==> src/rtl/dmem_ctrl.sv <==
// Data-memory access controller: load/store requests from the core to a word-wide
// single-port RAM, with sub-word load extraction and read-modify-write sub-word stores.
module dmem_ctrl #(
  parameter int unsigned ADDRESS_WIDTH = 12,
  parameter int unsigned DATA_WIDTH    = 32
) (
  input  logic                     clk,
  input  logic                     rst,
  input  logic                     req_valid,
  output logic                     req_ready,
  input  logic                     req_we,
  input  logic [2:0]               req_funct3,
  input  logic [ADDRESS_WIDTH-1:0] req_addr,
  input  logic [DATA_WIDTH-1:0]    req_wdata,
  output logic                     rsp_valid,
  output logic [DATA_WIDTH-1:0]    rsp_rdata,
  output logic                     rsp_err,
  output logic                     mem_we,
  output logic [ADDRESS_WIDTH-3:0] mem_addr,
  output logic [DATA_WIDTH-1:0]    mem_wd,
  input  logic [DATA_WIDTH-1:0]    mem_rd
);

  typedef enum logic [2:0] {IDLE, READ, DATA, WRITE, RESP} state_t;

  state_t          state;
  logic            we_q;
  logic [2:0]      funct3_q;
  logic [1:0]      lane_q;
  logic [15:0]     wdata_q;

  logic                  illegal_c;
  logic [7:0]            byte_c;
  logic [15:0]           half_c;
  logic [DATA_WIDTH-1:0] load_c;
  logic [DATA_WIDTH-1:0] merge_c;

  assign req_ready = (state == IDLE);

  // Reject unsupported funct3 codes and misaligned halfword/word accesses.
  always_comb begin
    illegal_c = 1'b0;
    if (req_we) illegal_c = (req_funct3 > 3'b010);
    else        illegal_c = (req_funct3 == 3'b011) || (req_funct3[2:1] == 2'b11);
    if ((req_funct3[1:0] == 2'b01) && req_addr[0])          illegal_c = 1'b1;
    if ((req_funct3[1:0] == 2'b10) && (req_addr[1:0] != 2'b00)) illegal_c = 1'b1;
  end

  // Lane extraction for loads and lane merge for sub-word stores, both from mem_rd.
  always_comb begin
    byte_c  = mem_rd[{lane_q, 3'b000} +: 8];
    half_c  = lane_q[1] ? mem_rd[31:16] : mem_rd[15:0];
    load_c  = mem_rd;
    merge_c = mem_rd;
    case (funct3_q[1:0])
      2'b00:   load_c = {{(DATA_WIDTH-8){byte_c[7] & ~funct3_q[2]}}, byte_c};
      2'b01:   load_c = {{(DATA_WIDTH-16){half_c[15] & ~funct3_q[2]}}, half_c};
      default: load_c = mem_rd;
    endcase
    if (funct3_q[1:0] == 2'b00) merge_c[{lane_q, 3'b000} +: 8]        = wdata_q[7:0];
    else                        merge_c[{lane_q[1], 4'b0000} +: 16]   = wdata_q[15:0];
  end

  always_ff @(posedge clk or posedge rst) begin
    if (rst) begin
      state     <= IDLE;
      we_q      <= 1'b0;
      funct3_q  <= 3'b000;
      lane_q    <= 2'b00;
      wdata_q   <= '0;
      rsp_valid <= 1'b0;
      rsp_err   <= 1'b0;
      rsp_rdata <= '0;
      mem_we    <= 1'b0;
      mem_addr  <= '0;
      mem_wd    <= '0;
    end else begin
      case (state)
        IDLE: begin
          if (req_valid) begin
            we_q     <= req_we;
            funct3_q <= req_funct3;
            lane_q   <= req_addr[1:0];
            wdata_q  <= req_wdata[15:0];
            if (illegal_c) begin
              rsp_valid <= 1'b1;
              rsp_err   <= 1'b1;
              rsp_rdata <= '0;
              state     <= RESP;
            end else begin
              mem_addr <= req_addr[ADDRESS_WIDTH-1:2];
              // Full-word stores need no read and go straight to the write cycle.
              if (req_we && (req_funct3 == 3'b010)) begin
                mem_we <= 1'b1;
                mem_wd <= req_wdata;
                state  <= WRITE;
              end else begin
                state  <= READ;
              end
            end
          end
        end
        READ: state <= DATA;
        DATA: begin
          if (!we_q) begin
            rsp_rdata <= load_c;
            rsp_err   <= 1'b0;
            rsp_valid <= 1'b1;
            state     <= RESP;
          end else begin
            mem_wd <= merge_c;
            mem_we <= 1'b1;
            state  <= WRITE;
          end
        end
        WRITE: begin
          mem_we    <= 1'b0;
          rsp_valid <= 1'b1;
          rsp_err   <= 1'b0;
          rsp_rdata <= '0;
          state     <= RESP;
        end
        RESP: begin
          rsp_valid <= 1'b0;
          state     <= IDLE;
        end
        default: state <= IDLE;
      endcase
    end
  end

endmodule

==> config.mk <==
export PLATFORM = sky130hd
export DESIGN_NAME = dmem_ctrl
export DESIGN_NICKNAME = d
export VERILOG_FILES = /design/src/rtl/dmem_ctrl.sv
export SDC_FILE = /design/constraint.sdc
export NUM_CORES = 1
export LEC_CHECK = 0
export ABC_AREA = 1
export CELL_PAD_IN_SITES_DETAIL_PLACEMENT = 1
export CELL_PAD_IN_SITES_GLOBAL_PLACEMENT = 2
export CORE_ASPECT_RATIO = 0.6
export CORE_MARGIN = 2
export CORE_UTILIZATION = 25
export CTS_BUF_LIST = sky130_fd_sc_hd__clkbuf_16
export DETAILED_ROUTE_END_ITERATION = 8
export PLACE_DENSITY_LB_ADDON = 0.1
export SLEW_MARGIN = 25
export SYNTH_ARGS = -nofsm -noshare
export SYNTH_HDL_FRONTEND = slang
export SYNTH_SLANG_ARGS = --single-unit
==> constraint.sdc <==
create_clock -name clk -period 6.7 [get_ports clk]
set_input_delay 1.34 -clock clk [delete_from_list [all_inputs] [get_ports clk]]
set_output_delay 1.34 -clock clk [all_outputs]
set_load 0.01 [all_outputs]
-- Word level (Yosys, flattened, before mapping)
Index checks and enable logic that the tools add are counted.
- input bits: 83
- output and inout port bits: 78
- logic and storage cells: 88
- flip-flop bits (word level): 102
- bitwise operators: 4
- shifts and indexed selects: 5
- equality and inequality tests: 16
- multiplexer cells: 33
- add/subtract/negate cells: 2
- magnitude comparators: 1
- reduce and logical (&&, ||, !) cells: 16
- operator list (cell ; count):
    $mux W32 ; 8
    $pmux W32 S2 ; 2
    $pmux W32 S3 ; 1
    $bwmux W32 ; 2
    $shift A16 B7 Y32 const A ; 1
    $shift A8 B7 Y32 const A ; 1
    $shiftx A16 B7 Y32 ; 1
    $shiftx A32 B6 Y8 ; 1
    $shiftx A8 B7 Y32 ; 1
    $mux W16 ; 1
    $neg A5 Y7 ; 2
    $eq A3 B2 Y1 const B ; 4
    $pmux W3 S4 ; 1
    $mux W1 ; 11
    $reduce_and A5 Y1 ; 2
    $mux W3 ; 3
    $ne A2 B2 Y1 const B ; 4
    $reduce_and A4 Y1 ; 2
    $pmux W1 S3 ; 2
    $eq A2 B1 Y1 const B ; 2
    $eq A2 B2 Y1 const B ; 2
    $ne A2 B1 Y1 const B ; 2
    $pmux W1 S4 ; 1
    $reduce_bool A2 Y1 ; 2
    14 further kinds ; 18

-- Depth between registers and ports, before layout
Gate-level depths: netlist of the first run.
- word-level depth: 8
- gate-level depth with buffers: 13
- mapped depth without buffers: 11

-- Least setup slack after synthesis of the first run
OpenSTA, ideal clock, no wires.
- path type: input-to-reg
- start: input req_funct3[2]
- end: register mem_wd[28]
- path buffers: 1
- data arrival time: 2252 ps
- path slack: 4383 ps
- stages: 8
- setup time: 65 ps
- required time: 6635 ps
- cell sequence: o21ai_0 nand3_1 nand2_1 nand2_1 nor2_2 buf_2 nand2_1 nand2_1
- longest elaborated chain between the ends: 7
- elaborated cells on any way between the ends: 12
- those cells by class: order compare (1); eq/ne (5); mux (3); reduce/logical (3)
- ends and longest elaborated chain (what ; RTL line ; source):
    from (decl) ; 12 ; input logic [2:0] req_funct3,
    branches (longest 6 deep; another with $gt A3 B2 Y1) ; -- ;
    $reduce_and A5 Y1 (no source line) (*) ; -- ;
    to (signal assigned) ; 95 ; mem_wd <= req_wdata;
    to (signal assigned) ; 111 ; mem_wd <= merge_c;
    to (decl) ; 20 ; output logic [DATA_WIDTH-1:0] mem_wd,
Mark *: on every way between the ends.
A chain may end at the register's enable or synchronous reset.

-- Worst setup path after layout of the first run
- start: input req_valid
- end: register rsp_rdata[22]
- longest elaborated chain between the ends: 2
- ends and longest elaborated chain (what ; RTL line ; source):
    from (decl) ; 9 ; input logic req_valid,
    $ne A2 B2 Y1 (no source line) ; -- ;
    $reduce_and A4 Y1 (no source line) ; -- ;
    to (signal assigned) ; 106 ; rsp_rdata <= load_c;
    to (decl) ; 16 ; output logic [DATA_WIDTH-1:0] rsp_rdata,
No other way between the ends.

==> summary.md, run 1 <==
| Metric | Value |
|---|---|
| Status | finished clean |
| H-tree levels | 3 |
| Share of cells above drive strength 1 | between 4 and 5% |
| First-pass GRT wire length | roughly 40,000 um |
| Yosys warns | 0 |
| Final Cycle Share | 49.5% |
| WL/cell | 18.2 um |
| Initial DRC Count | 304 |
| Share of Yosys cell area claimed by the top area cell type | 40.8% |
| Fill count | 3,066 |
| Initial antenna violation count | 1 |
| Peak VDD IR | 168 uV |
| Post-synth ARST share | 100% |
| DRT antenna net count | 0 |
| Combinational share of power | 55.2% |
| Int Power | 1780 uW |
| Leakage power | 0.00416 uW |
| DRC | 0 |
| Sw Ratio | 47.4% |
| Placed cells | 1,389 |
| PD cells | 406 nW/um^2 |
| RSZ-0062 raised after global routing | false |
| CTS tree | yes |
| P&R area growth vs syn | 33.0% |
| WP data required | 6.96 ns |
| Crit path max fanout | 35 |
| Mapped cell area | 6260 um^2 |
| Clock Latency Late Sink | roughly 0.37 ns |
| Global route total overflow | 0 |
| Cell accounting for the most synthesized area | dfrtp_1 |
| Flops & latches, synth | 102 |
| Via Count | about 6,500 |
| Final hold vios | 0 |
| Mapped Avg Cell Area | 6.64 um^2 |
| Fin crit period | between 3 and 4 ns |
| Syn nets | between 1,000 and 1,500 |
| Antenna cell count | 0 |
| Max Cap Violations | 0 |
| Setup TNS | 0 ns |
| Fmax | 0.301 GHz |
| Startpoint Class | input pin |
| PostCTS Resize Cnt | 0 |
| Number of global-route vias before repair | 6,551 |
| Root buffer cell | clkbuf_16 |
| Detailed Route WL | 25,600 um |
| Core Rows | between 40 and 50 |
| Crit end category | register |
| Ys flop type | dfrtp_1 |
| IO Pins | 161 |
| Starting Density | 25.7% |
| Synth area leaders | dfrtp_1 41%, nand2_1 28%, a21oi_1 5.9% |
| Die height | 127 um |
| Synth cell types | 28 |
| WP data arrival | 3.57 ns |
| Sw Pwr | 1600 uW |
| Crit path top cell by count | nand2_1 |
| CP max-delay cell | clkdlybuf4s50_1 |
| Fin cells | ~1,400 |
| Via-to-Cell Ratio | 4.60 |
| Clock skew | between 0.008 and 0.009 ns |
| Flop pwr share | between 20 and 30% |
| Setup violators final | 0 |
| Clk slew on worst S/H paths | around 0.070 ns |
| Seq/Total Area, Yosys | 40.8% |
| Cts hold-fix bufs | 0 |
| NumNets Final | 1,166 |
| Gp weighted congestion | roughly 0.83 |
| Width of the die | 208 um |
| Clock network power share | between 15 and 20% |
| Core footprint | 24,400 um^2 |
| Die ar. | around 26,000 um^2 |
| WS Path Type | in2reg |
| Port bufs | 160 |
| Max-slew headroom | 38.5% |
| Maximum root-to-sink buffer count | 2 |
| Slew @ Worst Pin | 0.920 ns |
| Post-synth EDFFs | 0 |
| Largest net degree at the start of global routing | 68 |
| Dpl hpwl | 19,100 um |
| Pre-antenna DRT Iters | 5 |
| CTS sink count | 102 |
| Final Max Tran Viols | 0 |
| Total track usage | 19.7% |
| Hold crit path type | reg2reg |
| Syn Inst Count | 944 |
| Clock buffer count from CTS | 9 |
| Crit-path cells | clkdlybuf4s50_1 -> o21ai_1 -> nor2_1 -> nand3_2 -> nand2_1 -> nand2_1 |
| Setup Buffers After CTS | 0 |
| Largest stage delay, worst path | 0.81 ns |
worst max-delay path: cells and delay by family:
kind | cells | cell delay (ns)
and+or+nand+nor | 4 | 1.17
buffers and inverters | 1 | 0.81
AOI/OAI and AO/OA | 1 | 0.20
cell type report:
cell class / instances / area, um^2 / share of cell area, %
Tap cell: 322 / 403 / 4.83
Timing Repair Buffer: 167 / 1650 / 19.8
Sequential cell: 102 / 2550 / 30.6
Multi-Input combinational cell: 737 / 3230 / 38.7
Inverter: 61 / 231 / 2.78
Clock buffer: 9 / 225 / 2.70
Clock inverter: 7 / 40.0 / 0.480
metal layers:
layer,up-vias,share of wire [%],track usage (%)
met3,13,3.8,3.74
met1,3103,54,29.8
met5,-,0,0
met2,113,41,29.2
met4,0,0.92,3.64
li1,3230,-,-
cells by family (layout without fill, tap and decap cells):
logic type | Yosys count | in the layout | share of synthesized area [%]
buf+inv | 105 | 244 | 7.79
flops | 102 | 102 | 40.8
fa+ha+maj | 5 | 5 | 0.999
mux | 8 | 8 | 1.44
simple gates | 614 | 614 | 39.8
compound gates | 110 | 110 | 9.27
power groups by stage:
stage               registers, uW  clock network [uW]  logic (uW)
floorplan                    1040                   0        1110
global placement             1020                   0        1850
detailed placement           1020                   0        1870
CTS                          1010                 529        1880
global route                 1040                 550        2090
finish                       1010                 509        1870
sequential cells by signal, indices dropped and copies added, names as in the netlist:
name and cells:
funct3_q 3, mem_we 1, we_q 1, mem_wd 32, rsp_rdata 32, rsp_err 1
wdata_q 16, rsp_valid 1, lane_q 2, mem_addr 10, state 3
synth_stat cells, types with 2 or more instances:
cell type  number
a21oi_1        74
buf_1           4
buf_2          15
buf_4           6
buf_6           7
clkbuf_1       12
clkinv_1        2
dfrtp_1       102
ha_1            5
inv_1          55
inv_2           4
mux2_2          7
nand2_1       472
nand2_2         3
nand2_4         2
nand3_1        73
nand3_4         2
nand3b_1        2
nor2_1         53
nor2_4          3
o211ai_1       12
o21ai_0        23
layout by cell type (no fill, tap or decap), drive strengths merged:
cell           instances
nand2                477
clkdlybuf4s50        160
dfrtp                102
nand3                 76
a21oi                 74
inv                   61
nor2                  57
o21ai                 24
o211ai                12
clkbuf                 9
mux2                   8
buf                    7
ha                     5
clkinv                 5
nand3b                 2
clkinvlp               2
nand4                  1
or2                    1
metrics by stage:
step / power, uW / setup slack [ns] / hold WS (ns) / util, % / area (um^2)
after detailed placement: 2890 / 2.94 / 0.462 / 33.1 / 8070
after global placement: 2870 / 3.09 / 0.460 / 33.1 / 8070
after global routing: 3680 / 3.05 / 0.509 / 34.2 / 8330
after CTS: 3420 / 3.33 / 0.481 / 34.2 / 8330
final: 3380 / 3.38 / 0.473 / 34.2 / 8330
after floorplan: 2160 / 2.68 / 0.487 / - / 6260
path summary, 6_finish.rpt:
check                           slack (ns)                   endpoint  depth (start not counted)               startpoint
worst max-delay path                  3.38  rsp_rdata[22]$_DFFE_PP0P_                          6                req_valid
min in group asynchronous             1.44  rsp_rdata[23]$_DFFE_PP0P_                          2                      rst
worst min-delay path                  0.47    mem_addr[7]$_DFFE_PP0P_                          2  mem_addr[7]$_DFFE_PP0P_
worst max register to register        3.93   rsp_rdata[7]$_DFFE_PP0P_                          6     state[1]$_DFFE_PP0N_
worst min register to register        0.47    mem_addr[7]$_DFFE_PP0P_                          2  mem_addr[7]$_DFFE_PP0P_
max in group asynchronous             4.14      mem_wd[6]$_DFFE_PP0P_                          3                      rst
(Power assumes the default switching activity.)
==> run 2, diff against run 1 <==
Clock period 6.7 ns to 3.3 ns, I/O delays scaled along.
==> summary.md, run 2 (same netlist as run 1, synthesis figures left out) <==
| Metric | Value |
|---|---|
| Status | finished clean |
| First-pass GRT wire length | 40,100 um (+1.2%) |
| Core footprint | 24,400 um^2 (unchanged) |
| Antenna cell count | 0 (unchanged) |
| Max Cap Violations | 0 (unchanged) |
| CTS sink count | 102 (unchanged) |
| Final Max Tran Viols | 0 (unchanged) |
| Setup TNS | 0 ns (unchanged) |
| Maximum root-to-sink buffer count | 2 (unchanged) |
| Via Count | 6,572 (+1.7%) |
| Initial antenna violation count | 0 (-1) |
| P&R area growth vs syn | 34.5% |
| Final hold vios | 0 (unchanged) |
| Pre-antenna DRT Iters | 4 (-1) |
| WL/cell | 18.1 um (-0.45%) |
| Hold crit path type | reg2reg |
| Commonest non-fill, non-tap cell in the layout | nand2_1 |
| Crit end category | primary output |
| Port bufs | 160 (unchanged) |
| Most frequent cells in the layout | 471 x nand2_1, 160 x clkdlybuf4s50_1, 101 x dfrtp_1 |
| Die ar. | 26,400 um^2 (unchanged) |
| Clock Latency Late Sink | 0.37 ns (about the same) |
| Reg2Reg Setup Slack | 1.03 ns (-2.90 ns) |
| Clock skew | 0.00649 ns (-0.00184 ns) |
| Max-slew headroom | 42.3% (+3.8 points) |
| Global route total overflow | 0 (unchanged) |
| WP data required | 2.64 ns (-4.32 ns) |
| Via-to-Cell Ratio | 4.65 (+1.1%) |
| PostCTS Resize Cnt | 0 (unchanged) |
| Biggest regs | mem_wd (32), rsp_rdata (32), wdata_q (16) |
| Total track usage | 19.9% (+0.20 points) |
| Clock buffer count from CTS | 9 (unchanged) |
| CTS tree | yes |
| Setup violators final | 0 (unchanged) |
| Detailed Route WL | 25,600 um (+0.19%) |
| Post-layout util | 34.6% (+0.38 points) |
| DRC | 0 (unchanged) |
| H-tree levels | 3 (unchanged) |
| Starting Density | 25.7% (unchanged) |
| Number of global-route vias before repair | 6,625 (+1.1%) |
| Die height | 127 um (unchanged) |
| WP data arrival | 1.75 ns (-1.82 ns) |
| PD cells | 822 nW/um^2 (+100%) |
| Core Rows | 44 (unchanged) |
| Final Cycle Share | 72.9% |
| Peak VDD IR | 298 uV (+78%) |
| Setup Buffers After CTS | 0 (unchanged) |
| Leakage power | 0.00421 uW (+1.2%) |
| WS Path Type | reg2out |
| NumNets Final | 1,175 (+0.77%) |
| Slew @ Worst Pin | 0.863 ns (-0.0566 ns) |
| Clk slew on worst S/H paths | 0.07 ns (about the same) |
| Cts hold-fix bufs | 0 (unchanged) |
| Fmax | between 0.4 and 0.5 GHz |
| Width of the die | 208 um (unchanged) |
| Share of cells above drive strength 1 | 5.13% (+0.79 points) |
| Fin crit period | 2.41 ns |
| Root buffer cell | clkbuf_16 |
| Startpoint Class | register |
| DRT antenna net count | 0 (unchanged) |
| Crit path max fanout | 6 (-83%) |
| Largest net degree at the start of global routing | 103 (+51%) |
| Initial DRC Count | 371 (+22%) |
| Dpl hpwl | 19,400 um (+1.8%) |
| Gp weighted congestion | 0.837 (+1.1%) |
| RSZ-0062 raised after global routing | false |
| IO Pins | 161 (unchanged) |
==> run 2: area by class of cell <==
class | count | area, um^2
clock buffer | 9 | 225
clock inverter | 7 | 40.0
fill | 3082 | 16000
inverter | 61 | 233
multi-input combinational | 737 | 3230
sequential | 102 | 2550
tap | 322 | 403
timing repair buffer | 176 | 1750
==> run 2: power breakdown <==
| group | switching [uW] | internal (uW) | leakage [uW] |
|---|---|---|---|
| registers | 331 | 1700 | 0.00129 |
| clock network | 525 | 507 | 0.000128 |
| logic | 2400 | 1470 | 0.00279 |
| total | 3260 | 3670 | 0.00421 |
==> run 2: metal layers <==
| layer | share of wire [%] | GRT usage, % | vias to the layer above |
|---|---|---|---|
| li1 | - | - | 3249 |
| met1 | 54 | 30.9 | 3187 |
| met2 | 42 | 29.0 | 124 |
| met3 | 3.7 | 3.05 | 12 |
| met4 | 0.75 | 3.68 | 0 |
| met5 | 0 | 0 | - |
==> run 2: per-stage QoR <==
step	area [um^2]	cells	hold slack, ns	total power (uW)	setup slack, ns
after floorplan	6270	944	0.487	4380	1.39
after global placement	8160	1398	0.458	5920	0.653
after detailed placement	8160	1398	0.464	5950	0.557
after CTS	8430	1414	0.482	7030	0.852
after global routing	8430	1414	0.496	7550	0.729
final	8430	1414	0.477	6930	0.894
==> run 2: path summary, 6_finish.rpt <==
kind	from	end	cells past startpoint
min reg2reg	mem_addr[8]$_DFFE_PP0P_	mem_addr[8]$_DFFE_PP0P_	2
min in group asynchronous	rst	rsp_rdata[12]$_DFFE_PP0P_	3
min	mem_addr[8]$_DFFE_PP0P_	mem_addr[8]$_DFFE_PP0P_	2
max in group asynchronous	rst	mem_wd[0]$_DFFE_PP0P_	3
max	state[0]$_DFFE_PP0N_	req_ready	4
max reg2reg	lane_q[1]$_DFFE_PP0P_	mem_wd[16]$_DFFE_PP0P_	10
==> run 2: critical path: stages (launching register included) <==
cell	delay, ns
dfrtp_1	0.42
inv_2	0.11
nand2_2	0.09
nor2_4	0.17
clkdlybuf4s50_1	0.59
